`src/rtl/deskew_matrix.sv`:
```
// Reassembles a diagonal wavefront stream (2*SIZE-1 beats) into a SIZE x SIZE matrix.
// Two ping-pong banks let a new frame arrive while the previous one waits on out_ready.
module deskew_matrix #(
    parameter int unsigned WIDTH = 4,
    parameter int unsigned SIZE  = 3
) (
    input  logic                          clock,
    input  logic                          reset,
    input  logic                          in_valid,
    input  logic [SIZE*WIDTH-1:0]         in_vec,
    input  logic                          out_ready,
    output logic                          out_valid,
    output logic [SIZE*SIZE*WIDTH-1:0]    out_matrix,
    output logic                          overflow,
    output logic                          busy
);

    localparam int unsigned BEATS = 2 * SIZE - 1;
    localparam int unsigned CNT_W = (BEATS > 1) ? $clog2(BEATS) : 1;
    localparam int unsigned ELEMS = SIZE * SIZE;
    localparam logic [CNT_W-1:0] LAST_BEAT = CNT_W'(BEATS - 1);

    logic [CNT_W-1:0] beat_cnt_q, beat_cnt_d;
    logic             wr_bank_q, wr_bank_d;
    logic             rd_bank_q, rd_bank_d;
    logic [1:0]       bank_full_q, bank_full_d;
    logic             frame_drop_q, frame_drop_d;
    logic             overflow_q, overflow_d;
    logic [WIDTH-1:0] bank_q [2][ELEMS];
    logic [WIDTH-1:0] bank_d [2][ELEMS];

    logic first_beat_c;
    logic last_beat_c;
    logic drop_c;
    logic write_en_c;
    logic drain_c;

    // Beat 0 decides the drop from registered occupancy; later beats reuse the latched decision
    always_comb begin
        first_beat_c = in_valid && (beat_cnt_q == '0);
        last_beat_c  = in_valid && (beat_cnt_q == LAST_BEAT);
        drop_c       = first_beat_c ? bank_full_q[wr_bank_q] : frame_drop_q;
        write_en_c   = in_valid && !drop_c;
        drain_c      = bank_full_q[rd_bank_q] && out_ready;
    end

    always_comb begin
        beat_cnt_d   = beat_cnt_q;
        wr_bank_d    = wr_bank_q;
        rd_bank_d    = rd_bank_q;
        bank_full_d  = bank_full_q;
        frame_drop_d = frame_drop_q;
        overflow_d   = overflow_q;

        if (in_valid) begin
            beat_cnt_d = last_beat_c ? '0 : beat_cnt_q + CNT_W'(1);
        end
        if (first_beat_c) begin
            frame_drop_d = bank_full_q[wr_bank_q];
            if (bank_full_q[wr_bank_q]) begin
                overflow_d = 1'b1;
            end
        end
        if (last_beat_c && !drop_c) begin
            bank_full_d[wr_bank_q] = 1'b1;
            wr_bank_d              = ~wr_bank_q;
        end
        // Completion and drain never target the same bank, so both updates apply
        if (drain_c) begin
            bank_full_d[rd_bank_q] = 1'b0;
            rd_bank_d              = ~rd_bank_q;
        end
    end

    // Element M[r][c] arrives on lane c during beat r+c
    always_comb begin
        bank_d = bank_q;
        for (int unsigned r = 0; r < SIZE; r++) begin
            for (int unsigned c = 0; c < SIZE; c++) begin
                if (write_en_c && (beat_cnt_q == CNT_W'(r + c))) begin
                    bank_d[wr_bank_q][r*SIZE+c] = in_vec[c*WIDTH +: WIDTH];
                end
            end
        end
    end

    always_ff @(posedge clock) begin
        if (reset) begin
            beat_cnt_q   <= '0;
            wr_bank_q    <= 1'b0;
            rd_bank_q    <= 1'b0;
            bank_full_q  <= '0;
            frame_drop_q <= 1'b0;
            overflow_q   <= 1'b0;
        end else begin
            beat_cnt_q   <= beat_cnt_d;
            wr_bank_q    <= wr_bank_d;
            rd_bank_q    <= rd_bank_d;
            bank_full_q  <= bank_full_d;
            frame_drop_q <= frame_drop_d;
            overflow_q   <= overflow_d;
        end
    end

    // Bank storage carries no reset; contents are only observed behind out_valid
    always_ff @(posedge clock) begin
        bank_q <= bank_d;
    end

    always_comb begin
        out_matrix = '0;
        for (int unsigned e = 0; e < ELEMS; e++) begin
            out_matrix[e*WIDTH +: WIDTH] = bank_q[rd_bank_q][e];
        end
        out_valid = bank_full_q[rd_bank_q];
        overflow  = overflow_q;
        busy      = (beat_cnt_q != '0);
    end

endmodule

```
`config.mk`:
```
export PLATFORM = sky130hd
export DESIGN_NAME = deskew_matrix
export DESIGN_NICKNAME = d
export VERILOG_FILES = /design/src/rtl/deskew_matrix.sv
export SDC_FILE = /design/constraint.sdc
export NUM_CORES = 1
export LEC_CHECK = 0
export CORE_UTILIZATION = 45
export CTS_CLUSTER_DIAMETER = 50
export DETAILED_ROUTE_END_ITERATION = 8
export DONT_BUFFER_PORTS = 1
export GPL_ROUTABILITY_DRIVEN = 0
export PLACE_DENSITY_LB_ADDON = 0.05
export SETUP_SLACK_MARGIN = 0.02
export SLEW_MARGIN = 40
export SYNTH_ARGS = -nofsm -noshare
export SYNTH_HDL_FRONTEND = slang
export SYNTH_SLANG_ARGS = --single-unit
```
`constraint.sdc`:
```
create_clock -name clock -period 2.3 [get_ports clock]
set_input_delay 0.345 -clock clock [delete_from_list [all_inputs] [get_ports clock]]
set_output_delay 0.345 -clock clock [all_outputs]
set_load 0.01 [all_outputs]
```
== Word level (Yosys, flattened, before mapping) ==
Index checks and enable logic that the tools add are counted.

* Input port bits: 16
* Register bits after elaboration: 81
* Logic and storage cells: 111

* Eq/ne operators: 4
* Bitwise operators: 7
* Reduce and logical (&&, ||, !) cells: 17
* Muxes and demuxes: 51
* Order comparisons: 7
* $add $sub $neg: 1

{| class="wikitable"
|+ Operators by type and width
! operator !! count
|-
| $bwmux 72 || 9
|-
| $mux 72 || 9
|-
| $demux 36 s1 || 9
|-
| $mux 36 || 4
|-
| $mux 32 || 1
|-
| $mux 28 || 1
|-
| $mux 24 || 1
|-
| $mux 20 || 1
|-
| $mux 16 || 1
|-
| $logic_and 1x1->1 || 13
|-
| $mux 12 || 1
|-
| $mux 8 || 1
|-
| $mux 1 || 7
|-
| $eq 3x2->1 const B || 2
|-
| $ge 2x2->1 const B || 2
|-
| $lt 1x2->1 const B || 2
|-
| $mux 2 || 2
|-
| $mux 4 || 1
|-
| $not 1->2 || 2
|-
| $add 3x1->3 const B || 1
|-
| $eq 3x1->1 const B || 1
|-
| $eq 3x3->1 const B || 1
|-
| $logic_not 3->1 || 1
|-
| $mux 3 || 1
|-
| other kinds (10) || 13
|}

== Depth between registers and ports, before layout ==
Gate-level depths: netlist of run 1.

* Word-level depth: 23
* Mapped depth: 7
* Depth with buffers taken out: 5

== Worst setup path after synthesis of run 1 ==
No wires, ideal clock.

* Kind: reg-to-reg
* Start: register beat_cnt_q[0]
* End: register bank_q[44] (netlist bit) (enable)
* Data required time: 1.905 ns
* Buffers on the path: 1
* Path slack: 0.166 ns
* Cell stages (with the launch flop): 6
* Arrival: 1.739 ns
* Path through: dfxtp_1 > inv_1 > ha_1 > buf_4 > nor2b_1 > a2111oi_2

* Cells in the longest elaborated chain, start to end: 23
* Elaborated cells between the ends (all ways): 31

{| class="wikitable"
|+ RTL lines
! what !! line !! RTL
|-
| start, declared || 23 || <nowiki>logic [CNT_W-1:0] beat_cnt_q, beat_cnt_d;</nowiki>
|-
| start signal, assigned || 96 || <nowiki>beat_cnt_q <= beat_cnt_d;</nowiki>
|-
| $logic_not 3->1 || 40, 80 ||
|-
| $logic_and 1x1->1 || 40 || <nowiki>first_beat_c = in_valid && (beat_cnt_q == '0);</nowiki>
|-
| $mux 1 || - ||
|-
| $logic_not 1->1 || 43 || <nowiki>write_en_c = in_valid && !drop_c;</nowiki>
|-
| $logic_and 1x1->1 || 43 ||
|-
| $logic_and 1x1->1 || 80 || <nowiki>if (write_en_c && (beat_cnt_q == CNT_W'(r + c))) begin</nowiki>
|-
| $mux 72 || 80 ||
|-
| $bwmux 72 || 81 || <nowiki>bank_d[wr_bank_q][r*SIZE+c] = in_vec[c*WIDTH +: WIDTH];</nowiki>
|-
| [7 not listed] || - ||
|-
| $bwmux 72 || 81 ||
|-
| $mux 72 || 80 ||
|-
| $bwmux 72 || 81 ||
|-
| $mux 72 || 80 ||
|-
| $bwmux 72 || 81 ||
|-
| $mux 72 || 80 ||
|-
| $bwmux 72 || 81 ||
|-
| $mux 72 (*) || 80 ||
|-
| end signal, assigned || 107 || <nowiki>bank_q <= bank_d;</nowiki>
|-
| end, declared || 29 || <nowiki>logic [WIDTH-1:0] bank_q [2][ELEMS];</nowiki>
|}

Mark *: on every way between the ends. The rest lies on a longest branch, timed or not.
A chain may end at the register's enable or synchronous reset.

== Worst setup path in the final report of run 1 ==
* Start: register beat_cnt_q[0]
* End: register bank_q[33] (netlist bit) (enable)

The elaborated chain is that of the path after synthesis.

==> flow_summary.toml, run 1 <==
[worst_hold_path]
hp-class = "primary input to flip-flop"
holdPathStages = 1
min_from = "reset"
holdPathEnd = "overflow$_SDFFE_PP0P_"

[setup_path]
crit_chain = "inv_1 > ha_1 > nand3b_1 > or2_2 > nor2_1"
cp_max_fo = 10
crit_family = "simple AND/OR/NAND/NOR gates"
crit_type = "flip-flop to flip-flop"
path_buf_inv = 1
reg2reg_from = "beat_cnt_q[0]$_SDFFE_PP0P_"
reg2reg_depth = 5
arrival_ps = 2080
r2r-end = "bank_q[33]$_DFFE_PP_"
cpMaxStageDelayCell = "ha_1"
cp_slowest_stage_delay_ps = 420
cp_data_required_time_ps = 2300
critical_path.startpoint_type = "flip-flop"
rrSetupSlack_ps = 220
crit_path_end_kind = "flip-flop"

[sta]
clock_skew_ps = 6.01
setup_viol = 0
tightestPinTransition_ps = 412
hold_ws_ps = 56.3
hold_viol = 0
period_minus_slack_ps = 2080
max_freq_mhz = 481
fin_setup_tns_ps = 0
rsz0062_at_grt = "false"
slew_viol_final = 0
fin_crit_sh_pct = 90.3
slew_headroom_pct = 72.6

[detailed_routing]
drtIter0Drc = 85
vias = 1604
antenna_left = 0
wl_per_cell_um = 18.6
wirelength_um = 5660
drt_pass1_iterations = 4
drc = 0
routed_via_density = 5.28

[final_layout]
post-route-cell-area_um2 = 3570
layout.nets = 224
n_antenna_cell = 0
layout.cells.non_filler = 304
layout-drive-gt1-share_pct = 32.2
area_growth_pct = 10.2
fill_cells = 582

[grt]
grt_pass1_vias = 1630
grt_use_met2_pct = 26.9
grt_max_degree = 35
antenna_found_initial = 0
grt_usage_pct = 16.3
grt_use_met1_pct = 18.0
grt_pass1_wl_um = 8550
grt-busiest-layer = "met2"
use_met3_pct = 6.67
overflow = 0

[synth]
synth_seq_cells = 81
ys_top_cells_by_count = "72 x edfxtp_1, 38 x mux2_2, 9 x dfxtp_1, 9 x nand2_1"
synth_edf_count = 72
async_reset_ff_share_pct = 0
synth_area_leaders = "edfxtp_1 67%, mux2_2 13%, dfxtp_1 5.6%"
yosysSeqAreaShare_pct = 72.3
yosysMostFrequentCell = "edfxtp_1"
ys.flop_type = "edfxtp_1"
yosys.area.top_type = "edfxtp_1"
synth_fp_nets = 215
synth_top_area_share_pct = 66.8
synth_warnings = 0
yosysUniqueCellTypes = 28
netlist_area_um2 = 3240
syn_inst = 194
syn_avg_cell_area_um2 = 16.7

[clocking]
path_clk_slew_ps = 80
cts_buffers = 9
cts.path.max_buffers = 2
h-tree-depth = 3
cts-resized-gates = 0
tritoncts = "yes"
post_cts_buffers = 0
cts_root_buffer = "clkbuf_8"
postCtsHoldBufs = 0
worstSkewPairLatency_ps = 340
cts_sinks = 81

[floorplan]
initial_utilization_pct = 47.1
row_count = 30
dieArea_um2 = 7540
io_pins = 55
die_width_um = 86.8
die_h_um = 86.8
coreArea_um2 = 6870

[pwr]
p_per_area_nw_per_um2 = 738
p_leak_uw = 0.00117
vdd_drop_max_uv = 357

[status]
outcome = "finished, final reports clean"

[place]
dpl_cell_area_um2 = 3390
placedCellCount = 288
io_buffers = 0

[flow_run]
max_cap_violations = 0
## metrics by stage
stage | utilization (%) | setup slack [ps] | power (uW)
after floorplan | - | 166 | 1730
after global placement | 49.3 | 348 | 1740
after detailed placement | 49.3 | 237 | 1750
after CTS | 51.9 | 210 | 2660
after global routing | 51.9 | 80.8 | 2740
final | 51.9 | 223 | 2630
## cell usage in the layout (no fill, tap or decap), types with 2 or more instances in the layout
cell,count
a21oi_1,8
and2_1,2
and3_1,8
buf_4,7
clkbuf_8,9
clkinv_2,2
clkinvlp_4,2
dfxtp_1,8
edfxtp_1,72
ha_1,5
inv_1,6
inv_6,2
mux2_2,38
mux2i_1,2
nand2_1,9
nand3_1,2
nand3b_1,3
nor2_1,7
or2_2,2
## where the power goes
part           switching, uW  internal [uW]  leakage [uW]
Sequential              7.38           1620      0.000727
Clock                    520            402     0.0000879
Combinational           52.8           32.2      0.000359
Total                    580           2050       0.00117
## sequential cells by signal (all words and copies together), names as in the netlist
register      flops
bank_q           72
beat_cnt_q        3
bank_full_q       2
frame_drop_q      1
overflow          1
rd_bank_q         1
wr_bank_q         1
## worst max-delay path by stage
| stage | start | endpoint | slack (ps) | depth (start not counted) |
|---|---|---|---|---|
| finish | beat_cnt_q[0]$_SDFFE_PP0P_ | bank_q[33]$_DFFE_PP_ | 220 | 5 |
| floorplan | beat_cnt_q[0]$_SDFFE_PP0P_ | bank_q[44]$_DFFE_PP_ | 170 | 5 |
| global placement | beat_cnt_q[0]$_SDFFE_PP0P_ | bank_q[32]$_DFFE_PP_ | 350 | 5 |
| global route | beat_cnt_q[0]$_SDFFE_PP0P_ | bank_q[69]$_DFFE_PP_ | 80 | 5 |
| CTS | beat_cnt_q[0]$_SDFFE_PP0P_ | bank_q[69]$_DFFE_PP_ | 210 | 5 |
| detailed placement | beat_cnt_q[0]$_SDFFE_PP0P_ | bank_q[70]$_DFFE_PP_ | 240 | 5 |
## worst register-to-register path: cells and delay by family (launching register included)
family                     cells  cell delay [ps]
adders and majority gates      1              420
buffers and inverters          1              120
DFF                            1              350
and+or+nand+nor                3              850
## routing by layer
| layer | part of all wire (%) | vias to the layer above |
|---|---|---|
| li1 | - | 747 |
| met1 | 40 | 803 |
| met2 | 52 | 45 |
| met3 | 7.4 | 9 |
| met4 | 1.3 | 0 |
| met5 | 0 | - |
## final cells by class
class / count / area [um^2] / area share (%)
sequential: 81 / 2340 / 65.7
tap: 96 / 120 / 3.37
timing repair buffer: 8 / 72.6 / 2.03
clock inverter: 7 / 53.8 / 1.51
clock buffer: 9 / 124 / 3.47
inverter: 6 / 22.5 / 0.631
multi-input combinational: 97 / 831 / 23.3
## cells by family after synthesis
kind of cell / synth area share (%)
AOI/OAI and AO/OA: 3.13
muxes: 13.8
adders and majority gates: 1.93
buffers and inverters: 2.40
and+or+nand+nor: 6.11
xor gates and xnor gates: 0.271
DFF: 72.3
No activity file was read; power rests on OpenSTA's default activity.
==> inputs of run 2 (changes only) <==
ABC_CLOCK_PERIOD_IN_PS = 2300   (was not set)
PLACE_DENSITY_LB_ADDON = not set   (was 0.05)
==> flow_summary.toml, run 2 (synthesis results as in run 1) <==
[place]
dpl_cell_area_um2 = 3400
io_buffers = 0
detailed_place_hpwl_um = 3890

[detailed_routing]
wl_per_cell_um = 19.0
drtIter0Drc = 65
vias = 1630
antenna_left = 0
wirelength_um = 5790
drc = 0
drt_pass1_iterations = 4
routed_via_density = 5.34

[setup_path]
crit_path_end_kind = "flip-flop"
reg2reg_depth = 5
cp_max_fo = 10
crit_type = "flip-flop to flip-flop"
critical_path.startpoint_type = "flip-flop"
arrival_ps = 2040
cp_data_required_time_ps = 2300

[worst_hold_path]
holdPathStages = 1
hp-class = "primary input to flip-flop"

[pwr]
p_clk_share_pct = 41.8
p_leak_uw = 0.00121
p_per_area_nw_per_um2 = 808
pwr-share-seq_pct = 55.4
vdd_drop_max_uv = 331
p_comb_share_pct = 2.8
switchingPower_uw = 568
switching_share_pct = 19.3
internal_power_uw = 2370

[clocking]
tritoncts = "yes"
cts_sinks = 81
cts_root_buffer = "clkbuf_8"
post_cts_buffers = 0
cts-resized-gates = 0
cts_buffers = 9
worstSkewPairLatency_ps = 350
h-tree-depth = 3
path_clk_slew_ps = 80
postCtsHoldBufs = 0
cts.path.max_buffers = 2

[final_layout]
layout.nets = 225
largest_register = "bank_q"
area_growth_pct = 12.4
fill_cells = 557
largest_reg_flops = 72
final_cell_mix = "72 x edfxtp_1, 38 x mux2_2, 9 x nand2_1, 9 x clkbuf_8"
post-route-cell-area_um2 = 3640
final_common_cell = "edfxtp_1"
layout-drive-gt1-share_pct = 32.1
largest_registers = "bank_q x72, beat_cnt_q x3, bank_full_q x2"
n_antenna_cell = 0

[sta]
slew_viol_final = 0
slew_headroom_pct = 70.5
clock_skew_ps = 10.7
hold_ws_ps = 52.4
setup_viol = 0
hold_viol = 0
fin_crit_sh_pct = 88.9
period_minus_slack_ps = 2040
fin_setup_tns_ps = 0
tightestPinTransition_ps = 443
max_freq_mhz = 489
rsz0062_at_grt = "false"

[grt]
grt_pass1_vias = 1628
antenna_found_initial = 0
grt_pass1_wl_um = 8590
grt_max_degree = 19
overflow = 0
grt_usage_pct = 16.4

[floorplan]
io_pins = 55
die_h_um = 86.8
initial_utilization_pct = 47.1
row_count = 30
dieArea_um2 = 7540
coreArea_um2 = 6870
die_width_um = 86.8

[flow_run]
max_cap_violations = 0

[status]
outcome = "finished, final reports clean"
[run 2: metrics by stage]
stage	setup WS [ps]	utilization, %	cells	power [uW]
after global placement	364	49.5	289	1740
after global routing	146	53.0	305	3040
after detailed placement	218	49.5	289	1750
after floorplan	166	-	194	1730
after CTS	212	53.0	305	2980
final	256	53.0	305	2940
[run 2: worst max-delay path, stage by stage, from the launching register on]
cell	delay, ps
dfxtp_1	340
inv_1	100
ha_1	400
nand3b_1	190
or2_2	320
nor2_1	350
[run 2: routing by layer]
| metal | GRT usage [%] | share of wire [%] | vias up | routed length [um] |
|---|---|---|---|---|
| li1 | - | - | 748 | - |
| met3 | 6.86 | 7.1 | 10 | 409 |
| met1 | 19.7 | 43 | 819 | 2500 |
| met5 | 0 | 0 | - | 0 |
| met2 | 25.4 | 48 | 53 | 2780 |
| met4 | 8.03 | 1.8 | 0 | 104 |
[run 2: path summary, 6_finish.rpt]
kind         slack [ps]                  startpoint                   endpoint
min reg2reg         500       overflow$_SDFFE_PP0P_      overflow$_SDFFE_PP0P_
max reg2reg         260  beat_cnt_q[0]$_SDFFE_PP0P_       bank_q[71]$_DFFE_PP_
max                 260  beat_cnt_q[0]$_SDFFE_PP0P_       bank_q[71]$_DFFE_PP_
min                  50                       reset  bank_full_q[1]$_SDFF_PP0_
[run 2: layout make-up]
type / instances / area, um^2 / area share (%)
clock inverters: 7 / 119 / 3.27
clock buffers: 9 / 124 / 3.40
well taps: 96 / 120 / 3.30
flip-flops and latches: 81 / 2340 / 64.4
repair buffers: 9 / 80.1 / 2.20
multi-input cells: 97 / 831 / 22.8
inverters: 6 / 22.5 / 0.619
[run 2: power by group through the flow]
stage               clock network (uW)  logic [uW]  registers [uW]
finish                            1230        83.6            1630
global route                      1320        90.2            1630
CTS                               1260        84.8            1630
detailed placement                   0        84.5            1660
global placement                     0        82.6            1660
floorplan                            0        71.3            1660
